$ cat config.mk
export PLATFORM = sky130hd
export DESIGN_NAME = output_writeback_flat
export DESIGN_NICKNAME = d
export VERILOG_FILES = /design/src/rtl/matmul_pkg.sv /design/src/rtl/output_writeback_if.sv /design/src/rtl/acc_to_q16.sv /design/src/rtl/output_writeback.sv /design/src/flat_wrapper.sv
export SDC_FILE = /design/constraint.sdc
export NUM_CORES = 1
export LEC_CHECK = 0
export CAP_MARGIN = 20
export CORE_ASPECT_RATIO = 0.6
export CORE_MARGIN = 5
export CORE_UTILIZATION = 50
export DETAILED_ROUTE_END_ITERATION = 10
export PLACE_DENSITY = 0.86
export SYNTH_ARGS = -nofsm -noshare
export SYNTH_HDL_FRONTEND = slang
export SYNTH_SLANG_ARGS = --single-unit
$ cat constraint.sdc
create_clock -name clk -period 5.1 [get_ports clk]
set_clock_uncertainty 0.1 [all_clocks]
set_input_delay 1.02 -clock clk [delete_from_list [all_inputs] [get_ports clk]]
set_output_delay 1.02 -clock clk [all_outputs]
set_load 0.05 [all_outputs]
$ cat src/rtl/matmul_pkg.sv
// Shared matmul definitions: write-back FSM states, default array geometry and Q-format widths.
package matmul_pkg;

    localparam int unsigned MM_N         = 64;
    localparam int unsigned MM_LANES     = 4;
    localparam int unsigned MM_ACC_WIDTH = 32;
    localparam int unsigned MM_FRAC_BITS = 8;

    localparam int unsigned Q_WIDTH     = 16;
    localparam int unsigned Q_FRAC_BITS = 8;
    localparam int unsigned Q_ADDR_W    = 12;

    typedef enum logic [1:0] {
        WB_IDLE,
        WB_ACCEPT,
        WB_WRITE,
        WB_DONE
    } wb_state_t;

endpackage

$ cat src/rtl/output_writeback_if.sv
// Accumulator-vector input stream and result-memory write port of the write-back stage.
interface output_writeback_if
    import matmul_pkg::*;
#(
    parameter int unsigned DATA_WIDTH = Q_WIDTH,
    parameter int unsigned ADDR_WIDTH = Q_ADDR_W,
    parameter int unsigned LANES      = MM_LANES,
    parameter int unsigned ACC_WIDTH  = MM_ACC_WIDTH
);
    logic                         in_valid;
    logic                         in_ready;
    logic [LANES*ACC_WIDTH-1:0]   in_data;
    logic                         mem_en;
    logic                         mem_we;
    logic [ADDR_WIDTH-1:0]        mem_addr;
    logic [DATA_WIDTH-1:0]        mem_din;

    // master: the write-back stage itself
    modport master (
        input  in_valid, in_data,
        output in_ready, mem_en, mem_we, mem_addr, mem_din
    );

    // slave: compute array feeding vectors and the memory receiving words
    modport slave (
        output in_valid, in_data,
        input  in_ready, mem_en, mem_we, mem_addr, mem_din
    );

endinterface

$ cat src/rtl/acc_to_q16.sv
// Floor-shift a signed accumulator by FRAC_BITS and narrow it to DATA_WIDTH.
// OUTPUT_WB_SAT_EN selects clamping; otherwise the low bits are kept (wrap).
module acc_to_q16 #(
    parameter int unsigned ACC_WIDTH  = 32,
    parameter int unsigned DATA_WIDTH = 16,
    parameter int unsigned FRAC_BITS  = 8
) (
    input  logic [ACC_WIDTH-1:0]  acc,
    output logic [DATA_WIDTH-1:0] q
);
    logic [ACC_WIDTH-1:0] shifted;

    assign shifted = $unsigned($signed(acc) >>> FRAC_BITS);

`ifdef OUTPUT_WB_SAT_EN
    logic [ACC_WIDTH-DATA_WIDTH:0] hi;

    assign hi = shifted[ACC_WIDTH-1:DATA_WIDTH-1];

    // In range exactly when the bits above the target sign bit are pure sign extension
    always_comb begin
        q = shifted[DATA_WIDTH-1:0];
        if (hi != '0 && hi != '1) begin
            q = shifted[ACC_WIDTH-1] ? {1'b1, {(DATA_WIDTH-1){1'b0}}}
                                     : {1'b0, {(DATA_WIDTH-1){1'b1}}};
        end
    end
`else
    logic unused_shift_hi;

    assign unused_shift_hi = ^shifted[ACC_WIDTH-1:DATA_WIDTH];
    assign q               = shifted[DATA_WIDTH-1:0];
`endif

endmodule

$ cat src/rtl/output_writeback.sv
// Drains accumulator vectors into the N x N result memory, one converted lane per cycle, row-major.
// Optional clamping of narrowed words: OUTPUT_WB_SAT_EN (see acc_to_q16).
module output_writeback
    import matmul_pkg::*;
#(
    parameter int unsigned DATA_WIDTH = Q_WIDTH,
    parameter int unsigned ADDR_WIDTH = Q_ADDR_W,
    parameter int unsigned N          = MM_N,
    parameter int unsigned LANES      = MM_LANES,
    parameter int unsigned ACC_WIDTH  = MM_ACC_WIDTH,
    parameter int unsigned FRAC_BITS  = MM_FRAC_BITS
) (
    input  logic                   clk,
    input  logic                   rst_n,
    input  logic                   start,
    output_writeback_if.master     wb,
    output logic                   busy,
    output logic                   done
);
    localparam int unsigned CW = (N > 1) ? $clog2(N) : 1;
    localparam int unsigned LW = (LANES > 1) ? $clog2(LANES) : 1;

    wb_state_t                  state_q, state_n;
    logic [CW-1:0]              row_q, row_n, col_q, col_n;
    logic [LW-1:0]              lane_q, lane_n, lane_idx;
    logic [LANES*ACC_WIDTH-1:0] buf_q, buf_n;
    logic                       last_q, last_n;
    logic                       busy_n, done_n, in_ready_n, mem_en_n;
    logic [ADDR_WIDTH-1:0]      addr_n;
    logic [DATA_WIDTH-1:0]      din_n;
    logic                       load, issue, final_elem;
    logic [ACC_WIDTH-1:0]       conv_acc;
    logic [DATA_WIDTH-1:0]      conv_q;

    // A fresh vector's lane 0 is converted straight from in_data so it is written with no bubble
    assign lane_idx = load ? '0 : lane_q;
    assign conv_acc = load ? wb.in_data[ACC_WIDTH-1:0]
                           : buf_q[int'(lane_q)*ACC_WIDTH +: ACC_WIDTH];

    acc_to_q16 #(
        .ACC_WIDTH  (ACC_WIDTH),
        .DATA_WIDTH (DATA_WIDTH),
        .FRAC_BITS  (FRAC_BITS)
    ) u_conv (
        .acc (conv_acc),
        .q   (conv_q)
    );

    assign final_elem = (row_q == CW'(N-1)) && (col_q == CW'(N-1));

    always_comb begin
        state_n    = state_q;
        row_n      = row_q;
        col_n      = col_q;
        lane_n     = lane_q;
        buf_n      = buf_q;
        last_n     = last_q;
        busy_n     = busy;
        done_n     = 1'b0;
        in_ready_n = 1'b0;
        mem_en_n   = 1'b0;
        addr_n     = wb.mem_addr;
        din_n      = wb.mem_din;
        load       = 1'b0;
        issue      = 1'b0;

        case (state_q)
            WB_IDLE: begin
                if (start) begin
                    row_n      = '0;
                    col_n      = '0;
                    lane_n     = '0;
                    last_n     = 1'b0;
                    busy_n     = 1'b1;
                    in_ready_n = 1'b1;
                    state_n    = WB_ACCEPT;
                end
            end
            WB_ACCEPT: begin
                if (wb.in_valid) load = 1'b1;
                else             in_ready_n = 1'b1;
            end
            WB_WRITE: begin
                // Registered outputs present the write issued on the previous edge
                if (last_q) begin
                    done_n  = 1'b1;
                    state_n = WB_DONE;
                end else if (wb.in_ready) begin
                    if (wb.in_valid) begin
                        load = 1'b1;
                    end else begin
                        in_ready_n = 1'b1;
                        state_n    = WB_ACCEPT;
                    end
                end else begin
                    issue = 1'b1;
                end
            end
            WB_DONE: begin
                busy_n  = 1'b0;
                state_n = WB_IDLE;
            end
            default: state_n = WB_IDLE;
        endcase

        if (load || issue) begin
            if (load) buf_n = wb.in_data;
            mem_en_n   = 1'b1;
            addr_n     = ADDR_WIDTH'(row_q) * ADDR_WIDTH'(N) + ADDR_WIDTH'(col_q);
            din_n      = conv_q;
            lane_n     = (lane_idx == LW'(LANES-1)) ? '0 : lane_idx + 1'b1;
            last_n     = final_elem;
            in_ready_n = (lane_idx == LW'(LANES-1)) && !final_elem;
            state_n    = WB_WRITE;
            if (col_q == CW'(N-1)) begin
                col_n = '0;
                row_n = row_q + 1'b1;
            end else begin
                col_n = col_q + 1'b1;
            end
        end
    end

    always_ff @(posedge clk or negedge rst_n) begin
        if (!rst_n) begin
            state_q     <= WB_IDLE;
            row_q       <= '0;
            col_q       <= '0;
            lane_q      <= '0;
            buf_q       <= '0;
            last_q      <= 1'b0;
            busy        <= 1'b0;
            done        <= 1'b0;
            wb.in_ready <= 1'b0;
            wb.mem_en   <= 1'b0;
            wb.mem_we   <= 1'b0;
            wb.mem_addr <= '0;
            wb.mem_din  <= '0;
        end else begin
            state_q     <= state_n;
            row_q       <= row_n;
            col_q       <= col_n;
            lane_q      <= lane_n;
            buf_q       <= buf_n;
            last_q      <= last_n;
            busy        <= busy_n;
            done        <= done_n;
            wb.in_ready <= in_ready_n;
            wb.mem_en   <= mem_en_n;
            wb.mem_we   <= mem_en_n;
            wb.mem_addr <= addr_n;
            wb.mem_din  <= din_n;
        end
    end

endmodule

$ cat src/flat_wrapper.sv
// flat-port wrapper written by rule: the top's interface ports become plain ports
module output_writeback_flat import matmul_pkg::*;
#(
    parameter int unsigned DATA_WIDTH = Q_WIDTH,
    parameter int unsigned ADDR_WIDTH = Q_ADDR_W,
    parameter int unsigned N          = MM_N,
    parameter int unsigned LANES      = MM_LANES,
    parameter int unsigned ACC_WIDTH  = MM_ACC_WIDTH,
    parameter int unsigned FRAC_BITS  = MM_FRAC_BITS
)
  (clk, rst_n, start, busy, done, wb_in_valid, wb_in_data, wb_in_ready, wb_mem_en, wb_mem_we, wb_mem_addr, wb_mem_din);
  output_writeback_if #(.DATA_WIDTH(DATA_WIDTH), .ADDR_WIDTH(ADDR_WIDTH), .LANES(LANES), .ACC_WIDTH(ACC_WIDTH)) wb_i ();
  input  logic clk;
  input  logic rst_n;
  input  logic start;
  output logic busy;
  output logic done;
  input wire logic [$bits(wb_i.in_valid)-1:0] wb_in_valid;
  input wire logic [$bits(wb_i.in_data)-1:0] wb_in_data;
  output wire logic [$bits(wb_i.in_ready)-1:0] wb_in_ready;
  output wire logic [$bits(wb_i.mem_en)-1:0] wb_mem_en;
  output wire logic [$bits(wb_i.mem_we)-1:0] wb_mem_we;
  output wire logic [$bits(wb_i.mem_addr)-1:0] wb_mem_addr;
  output wire logic [$bits(wb_i.mem_din)-1:0] wb_mem_din;
  assign wb_i.in_valid = wb_in_valid;
  assign wb_i.in_data = wb_in_data;
  assign wb_in_ready = wb_i.in_ready;
  assign wb_mem_en = wb_i.mem_en;
  assign wb_mem_we = wb_i.mem_we;
  assign wb_mem_addr = wb_i.mem_addr;
  assign wb_mem_din = wb_i.mem_din;
  output_writeback #(.DATA_WIDTH(DATA_WIDTH), .ADDR_WIDTH(ADDR_WIDTH), .N(N), .LANES(LANES), .ACC_WIDTH(ACC_WIDTH), .FRAC_BITS(FRAC_BITS)) u_core (.clk(clk), .rst_n(rst_n), .start(start), .wb(wb_i), .busy(busy), .done(done));
endmodule
==> results of run 1 <==
-- stage by stage --
step / instance area (sq um) / utilization [%] / setup WS, ns / instances
2_1_floorplan: 5120 / - / 2.96 / 391
3_3_place_gp: 6190 / 62.5 / 1.86 / 608
3_5_place_dp: 6190 / 62.5 / 1.77 / 608
4_1_cts: 6860 / 69.2 / 2.21 / 640
5_1_grt: 6860 / 69.2 / 2.09 / 640
6_report: 6860 / 69.2 / 2.16 / 640
-- state kept, by name, indices dropped and copies added (netlist names) --
name and count:
u_core.wb.in_ready 1, u_core.busy 1, u_core.wb.mem_en 1, u_core.last_q 1, u_core.lane_q 2, u_core.buf_q 64, u_core.wb.mem_addr 12, u_core.done 1
u_core.wb.mem_din 16, u_core.row_q 6, u_core.state_q 2, u_core.col_q 6
-- worst max-delay path, delay by kind of cell --
family	cells	cell delay [ns]
buf+inv	2	1.41
mux	1	0.32
compound gates	2	0.28
-- where the power goes --
| part | total (mW) | internal [mW] | switching, mW |
|---|---|---|---|
| sequential | 1.52 | 1.27 | 0.244 |
| clock | 1.33 | 0.937 | 0.395 |
| combinational | 1.72 | 0.810 | 0.912 |
| total | 4.57 | 3.02 | 1.55 |
-- final cells by class --
type,instances,area (sq um)
flip-flops and latches,113,2830
well taps,135,169
multi-input cells,251,2140
fillers,706,3050
clock buffers,21,460
repair buffers,105,1040
inverters,4,15.0
clock inverters,11,208
-- kinds of logic after synthesis --
family	count (synthesis)	share of synthesized area, %
DFF	113	55.2
AOI/OAI and AO/OA	47	6.23
buffers and inverters	27	3.32
and+or+nand+nor	96	8.40
xor gates and xnor gates	3	0.513
muxes	98	24.6
adders and majority gates	7	1.71
-- per-layer routing --
metal  track usage (%)  vias up  share of wire [%]
li1                  -     1595                  -
met2              30.8      111                 46
met4              7.21        0                1.2
met1              28.0     1725                 47
met5                 0        -                  0
met3              6.16       15                6.2
-- path summary, 6_finish.rpt --
check                           cells past startpoint                           endpoint                               from
worst max-delay path                                5   u_core.wb.mem_din[6]$_DFFE_PN0P_                        wb_in_valid
worst min-delay path                                1          u_core.row_q[0]$_DFF_PN0_                              rst_n
worst max register to register                      7   u_core.wb.mem_din[6]$_DFFE_PN0P_      u_core.state_q[0]$_DFFE_PN0P_
worst min register to register                      2  u_core.wb.mem_addr[3]$_DFFE_PN0P_  u_core.wb.mem_addr[3]$_DFFE_PN0P_
max in group asynchronous                           2   u_core.wb.mem_din[4]$_DFFE_PN0P_                              rst_n
min in group clk                                    2  u_core.wb.mem_addr[3]$_DFFE_PN0P_  u_core.wb.mem_addr[3]$_DFFE_PN0P_
-- cells in the final DEF, fill, tap and decap left out, drive strengths merged --
cell           netlist  final
clkdlybuf4s50        0     99
mux2                64     64
nor3                 1      1
nor2b                2      2
a22oi                1      1
nor2                 3      3
ha                   7      7
or2b                 1      1
buf                 19      6
and3b                1      1
nand2b               3      3
a21o                 2      2
dfrtp              113    113
a21oi                2      2
or2                  2      2
a32o                 1      1
a32oi                1      1
clkbuf               4     21
mux4                16     16
o211ai               4      4
bufinv               0      6
xnor2                2      2
a21bo                1      1
o21bai               2      2
clkinv               0      4
o21ai               22     22
or3                  1      1
nand3                8      8
inv                  4      4
and3                 1      1
and2                 3      3
a31o                 4      4
nand2               69     69
nand4                1      1
o2bb2ai              1      1
mux2i               18     18
o311ai               1      1
a211oi               5      5
clkinvlp             0      1
xor2                 1      1
==> results.yml, run 1 <==
sta:
  holdWs_ns: 0.338
  period_share_pct: 57.7
  worst_slew_pin_slew_ns: 1.08
  hold_viol: 0
  rsz0062_at_grt: "no"
  relSlewSlack_pct: 28.1
  setup_violations: 0
  tns_ns: 0
  min_period_ns: 2.94
  fmax_ghz: 0.340
  final_max_slew_viol_count: 0
routing:
  antenna_left: 0
  wl_per_cell_um: 18.2
  drc_errors: 0
  vias_per_cell: 5.38
  firstDrtPassIters: 4
  routed_wl_um: 11700
  drtIter0Drc: 210
  via_count: 3446
yosys:
  synthesis.nets: 530
  synthArstFlopShare_pct: 100
  syn_area_sq_mm: 0.00512
  yosys-top-cells-count: "113 x dfrtp_1, 69 x nand2_1, 64 x mux2_2"
  netlist_instances: 391
  synth_edf_count: 0
  synth_ff_type: "dfrtp_1"
  netlist.area_leader.share_pct: 55.2
  yosys_warnings: 0
  synth_area_per_cell_sq_um: 13.1
  synth_most_common_cell: "dfrtp_1"
  synth_top_cell_by_area: "dfrtp_1"
  synth_cell_types: 44
  synth-seq-cells: 113
  yosys-top-cells-area: "dfrtp_1 55%, mux2_2 14%, mux4_2 7.0%, nand2_1 5.1%, mux2i_1 3.5%"
  synth-seq-area-share_pct: 55.2
grt:
  grt_pass1_vias: 3689
  grt_pass1_wl_um: 19200
  grt_max_degree: 81
  grt-ovfl-total: 0
  grt_usage_pct: 20.2
  antenna_found_initial: 0
floorplanning:
  initial_core_util_pct: 51.7
  core_area_sq_mm: 0.00991
  rows: 28
  die_area_sq_mm: 0.0124
  die_width_um: 141
  die_h_um: 88.4
  boundaryPins: 165
clocking:
  cts_tree: "done"
  clkSinkCount: 113
  cts_resized: 0
  clkLatencyLatePin_ns: 0.41
  ctsHtreeMaxLevel: 4
  ctsHoldBuffers: 0
  clkTransAtPathRegs_ns: 0.05
  post_cts.repair.setup_buffers: 0
  cts-buffers-inserted: 17
  cts_root_buf: "clkbuf_16"
  cts.path.max_buffers: 2
placement:
  gp_congestion: 0.776
  portBuffers: 100
  place_hpwl_um: 7790
pwr:
  cellPowerDensity_mw_per_mm2: 667
  p_leak_nw: 3.09
  p_total_mw: 4.57
  ir_drop_mv: 0.354
worst_setup_path:
  critPathSlowestCell: "buf_4"
  worstSetupEndpointType: "register"
  crit_arrival_ns: 3.10
  cp_cell_sequence: "clkdlybuf4s50_1 > o211ai_4 > buf_4 > mux2i_1 > o21ai_0"
  cp-start-kind: "primary input"
  critical-path-max-stage-delay_ns: 0.84
  cp_max_fo: 80
  cp.required_ns: 5.26
  path_class: "primary input to register"
  r2r_slack_ns: 2.40
layout:
  fin_nets: 631
  final_layout_size_suffix_gt1_share_pct: 25.1
  diodes: 0
  areaGrowthSynthToFinish_pct: 33.9
hold_path:
  hp-class: "primary input to asynchronous set/reset pin"
flow_run:
  max_cap_viol_count: 0
run_status:
  status: "completed"
No activity file was read; power rests on OpenSTA's default activity.
==> inputs of run 2 (changes only) <==
--- a/config.mk
+++ b/config.mk
@@ -8,9 +8,9 @@
 export CAP_MARGIN = 20
 export CORE_ASPECT_RATIO = 0.6
 export CORE_MARGIN = 5
-export CORE_UTILIZATION = 50
+export CORE_UTILIZATION = 46
 export DETAILED_ROUTE_END_ITERATION = 10
-export PLACE_DENSITY = 0.86
+export PLACE_DENSITY = 0.8
 export SYNTH_ARGS = -nofsm -noshare
 export SYNTH_HDL_FRONTEND = slang
 export SYNTH_SLANG_ARGS = --single-unit
==> constraint.sdc (replaced) <==
create_clock -name clk -period 3 [get_ports clk]
set_clock_uncertainty 0.1 [all_clocks]
set_input_delay 0.6 -clock clk [delete_from_list [all_inputs] [get_ports clk]]
set_output_delay 0.6 -clock clk [all_outputs]
set_load 0.05 [all_outputs]
==> results.yml, run 2 (synthesis gave the netlist of run 1 again) <==
sta:
  fmax_ghz: 0.431
  final_max_slew_viol_count: 0
  min_period_ns: 2.32
  hold_viol: 0
  worst_slew_pin_slew_ns: 0.659
  relSlewSlack_pct: 56.1
  period_share_pct: 77.3
  rsz0062_at_grt: "no"
  tns_ns: 0
  setup_violations: 0
layout:
  fin_nets: 635
  final_layout_size_suffix_gt1_share_pct: 25.9
  diodes: 0
  areaGrowthSynthToFinish_pct: 34.1
  stdcell_area_sq_mm: 0.00687
  layout_common_cells: "113 x dfrtp_1, 99 x clkdlybuf4s50_1, 69 x nand2_1"
  multi_input_area_sq_mm: 0.00214
  fillers: 793
  final_common_cell: "dfrtp_1"
  max_flop_register: "u_core.buf_q"
  regArea_sq_mm: 0.00283
  largest_reg_flops: 64
  top_regs: "u_core.buf_q x64, u_core.wb.mem_din x16, u_core.wb.mem_addr x12"
grt:
  grt_usage_pct: 17.4
  antenna_found_initial: 0
  grt-ovfl-total: 0
  grt_max_degree: 64
  busiest_layer: "met2"
  grt_util_met1_pct: 24.6
  grt_pass1_vias: 3570
  grt_pass1_wl_um: 18500
  met2_usage_pct: 25.4
  use_met3_pct: 6.11
worst_setup_path:
  cp_cell_sequence: "clkdlybuf4s50_1"
  worstSetupEndpointType: "output port"
  r2r_slack_ns: 0.76
  path_class: "register to output port"
  r2r_start: "u_core.state_q[0]$_DFFE_PN0P_"
  cp-start-kind: "register"
  rr_worst_depth: 7
  critical-path-max-stage-delay_ns: 0.83
  cp.required_ns: 2.30
  cpLargestDelayFamily: "buffers and inverters"
  crit_arrival_ns: 1.62
  critPathSlowestCell: "clkdlybuf4s50_1"
  cp_max_fo: 3
  reg2reg_to: "u_core.col_q[5]$_DFFE_PN0P_"
  critPathBufInv: 1
routing:
  drc_errors: 0
  antenna_left: 0
  firstDrtPassIters: 4
  wl_per_cell_um: 17.3
  routed_wl_um: 11200
  vias_per_cell: 5.29
  via_count: 3426
  drtIter0Drc: 196
placement:
  place_hpwl_um: 7710
  gp_congestion: 0.796
  portBuffers: 100
  postPlaceCellArea_sq_mm: 0.00626
floorplanning:
  boundaryPins: 165
  die_area_sq_mm: 0.0134
  die_h_um: 91.7
  rows: 29
  core_area_sq_mm: 0.0107
  die_width_um: 146
  initial_core_util_pct: 47.7
run_status:
  status: "completed"
clocking:
  ctsHtreeMaxLevel: 4
  cts_tree: "done"
  cts_root_buf: "clkbuf_16"
  cts-buffers-inserted: 17
  cts.path.max_buffers: 2
  clkTransAtPathRegs_ns: 0.05
  post_cts.repair.setup_buffers: 0
  clkSinkCount: 113
  ctsHoldBuffers: 0
  clkLatencyLatePin_ns: 0.40
  cts_resized: 0
pwr:
  power.switching_mw: 2.61
  ir_drop_mv: 0.592
  power.share.sequential_pct: 33.1
  cellPowerDensity_mw_per_mm2: 1100
  comb_power_share_pct: 40.0
  p_int_mw: 4.97
  clock_power_share_pct: 26.9
  p_sw_share_pct: 34.4
  p_leak_nw: 3.09
hold_path:
  hp-class: "primary input to asynchronous set/reset pin"
flow_run:
  max_cap_viol_count: 0
[run 2: cell types whose count changed in the layout (fill, tap and decap cells not counted)]
| cell | change |
|---|---|
| clkinv_2 | +2 |
| clkinvlp_4 | +1 |
| bufinv_16 | -3 |
| clkbuf_8 | +1 |
| clkbuf_1 | -1 |
| buf_12 | +3 |
| buf_4 | +1 |
[run 2: worst max-delay path by stage]
stage	startpoint	end	slack, ns	cells past startpoint
3_3_place_gp	wb_in_valid	u_core.col_q[5]$_DFFE_PN0P_	0.44	6
3_5_place_dp	wb_in_valid	u_core.col_q[5]$_DFFE_PN0P_	0.40	6
5_1_grt	u_core.state_q[0]$_DFFE_PN0P_	u_core.col_q[5]$_DFFE_PN0P_	0.59	7
4_1_cts	u_core.wb.in_ready$_DFF_PN0_	wb_in_ready	0.66	1
2_1_floorplan	u_core.wb.in_ready$_DFF_PN0_	u_core.lane_q[1]$_DFFE_PN0P_	1.01	8
6_report	u_core.wb.in_ready$_DFF_PN0_	wb_in_ready	0.68	1
[run 2: per-stage QoR]
stage | instances | worst slack (ns) | power, mW | hold slack [ns] | utilization [%]
6_report | 648 | 0.682 | 7.58 | 0.126 | 64.0
5_1_grt | 648 | 0.594 | 8.03 | 0.175 | 64.0
4_1_cts | 648 | 0.663 | 7.66 | 0.144 | 64.0
3_5_place_dp | 616 | 0.402 | 5.59 | 0.361 | 58.3
3_3_place_gp | 616 | 0.442 | 5.44 | 0.360 | 58.3
2_1_floorplan | 391 | 1.01 | 4.71 | 0.204 | -
[run 2: area by class of cell]
cell class | instances | area share (%)
clock buffer | 21 | 6.85
clock inverter | 11 | 1.97
inverter | 4 | 0.219
multi-input combinational | 251 | 31.2
sequential | 113 | 41.2
tap | 139 | 2.53
timing repair buffer | 109 | 16.1
[run 2: power groups by stage]
stage | Clock [mW] | Combinational, mW | Sequential [mW]
after floorplan | 0 | 1.81 | 2.90
after global placement | 0 | 2.96 | 2.48
after detailed placement | 0 | 3.07 | 2.52
after CTS | 2.08 | 3.07 | 2.51
after global routing | 2.15 | 3.30 | 2.57
final | 2.04 | 3.03 | 2.50
[run 2: layer usage]
layer	wire length (um)	share of wire [%]
met4	128	1.1
met1	5290	47
met2	4960	44
met3	800	7.2
met5	0	0
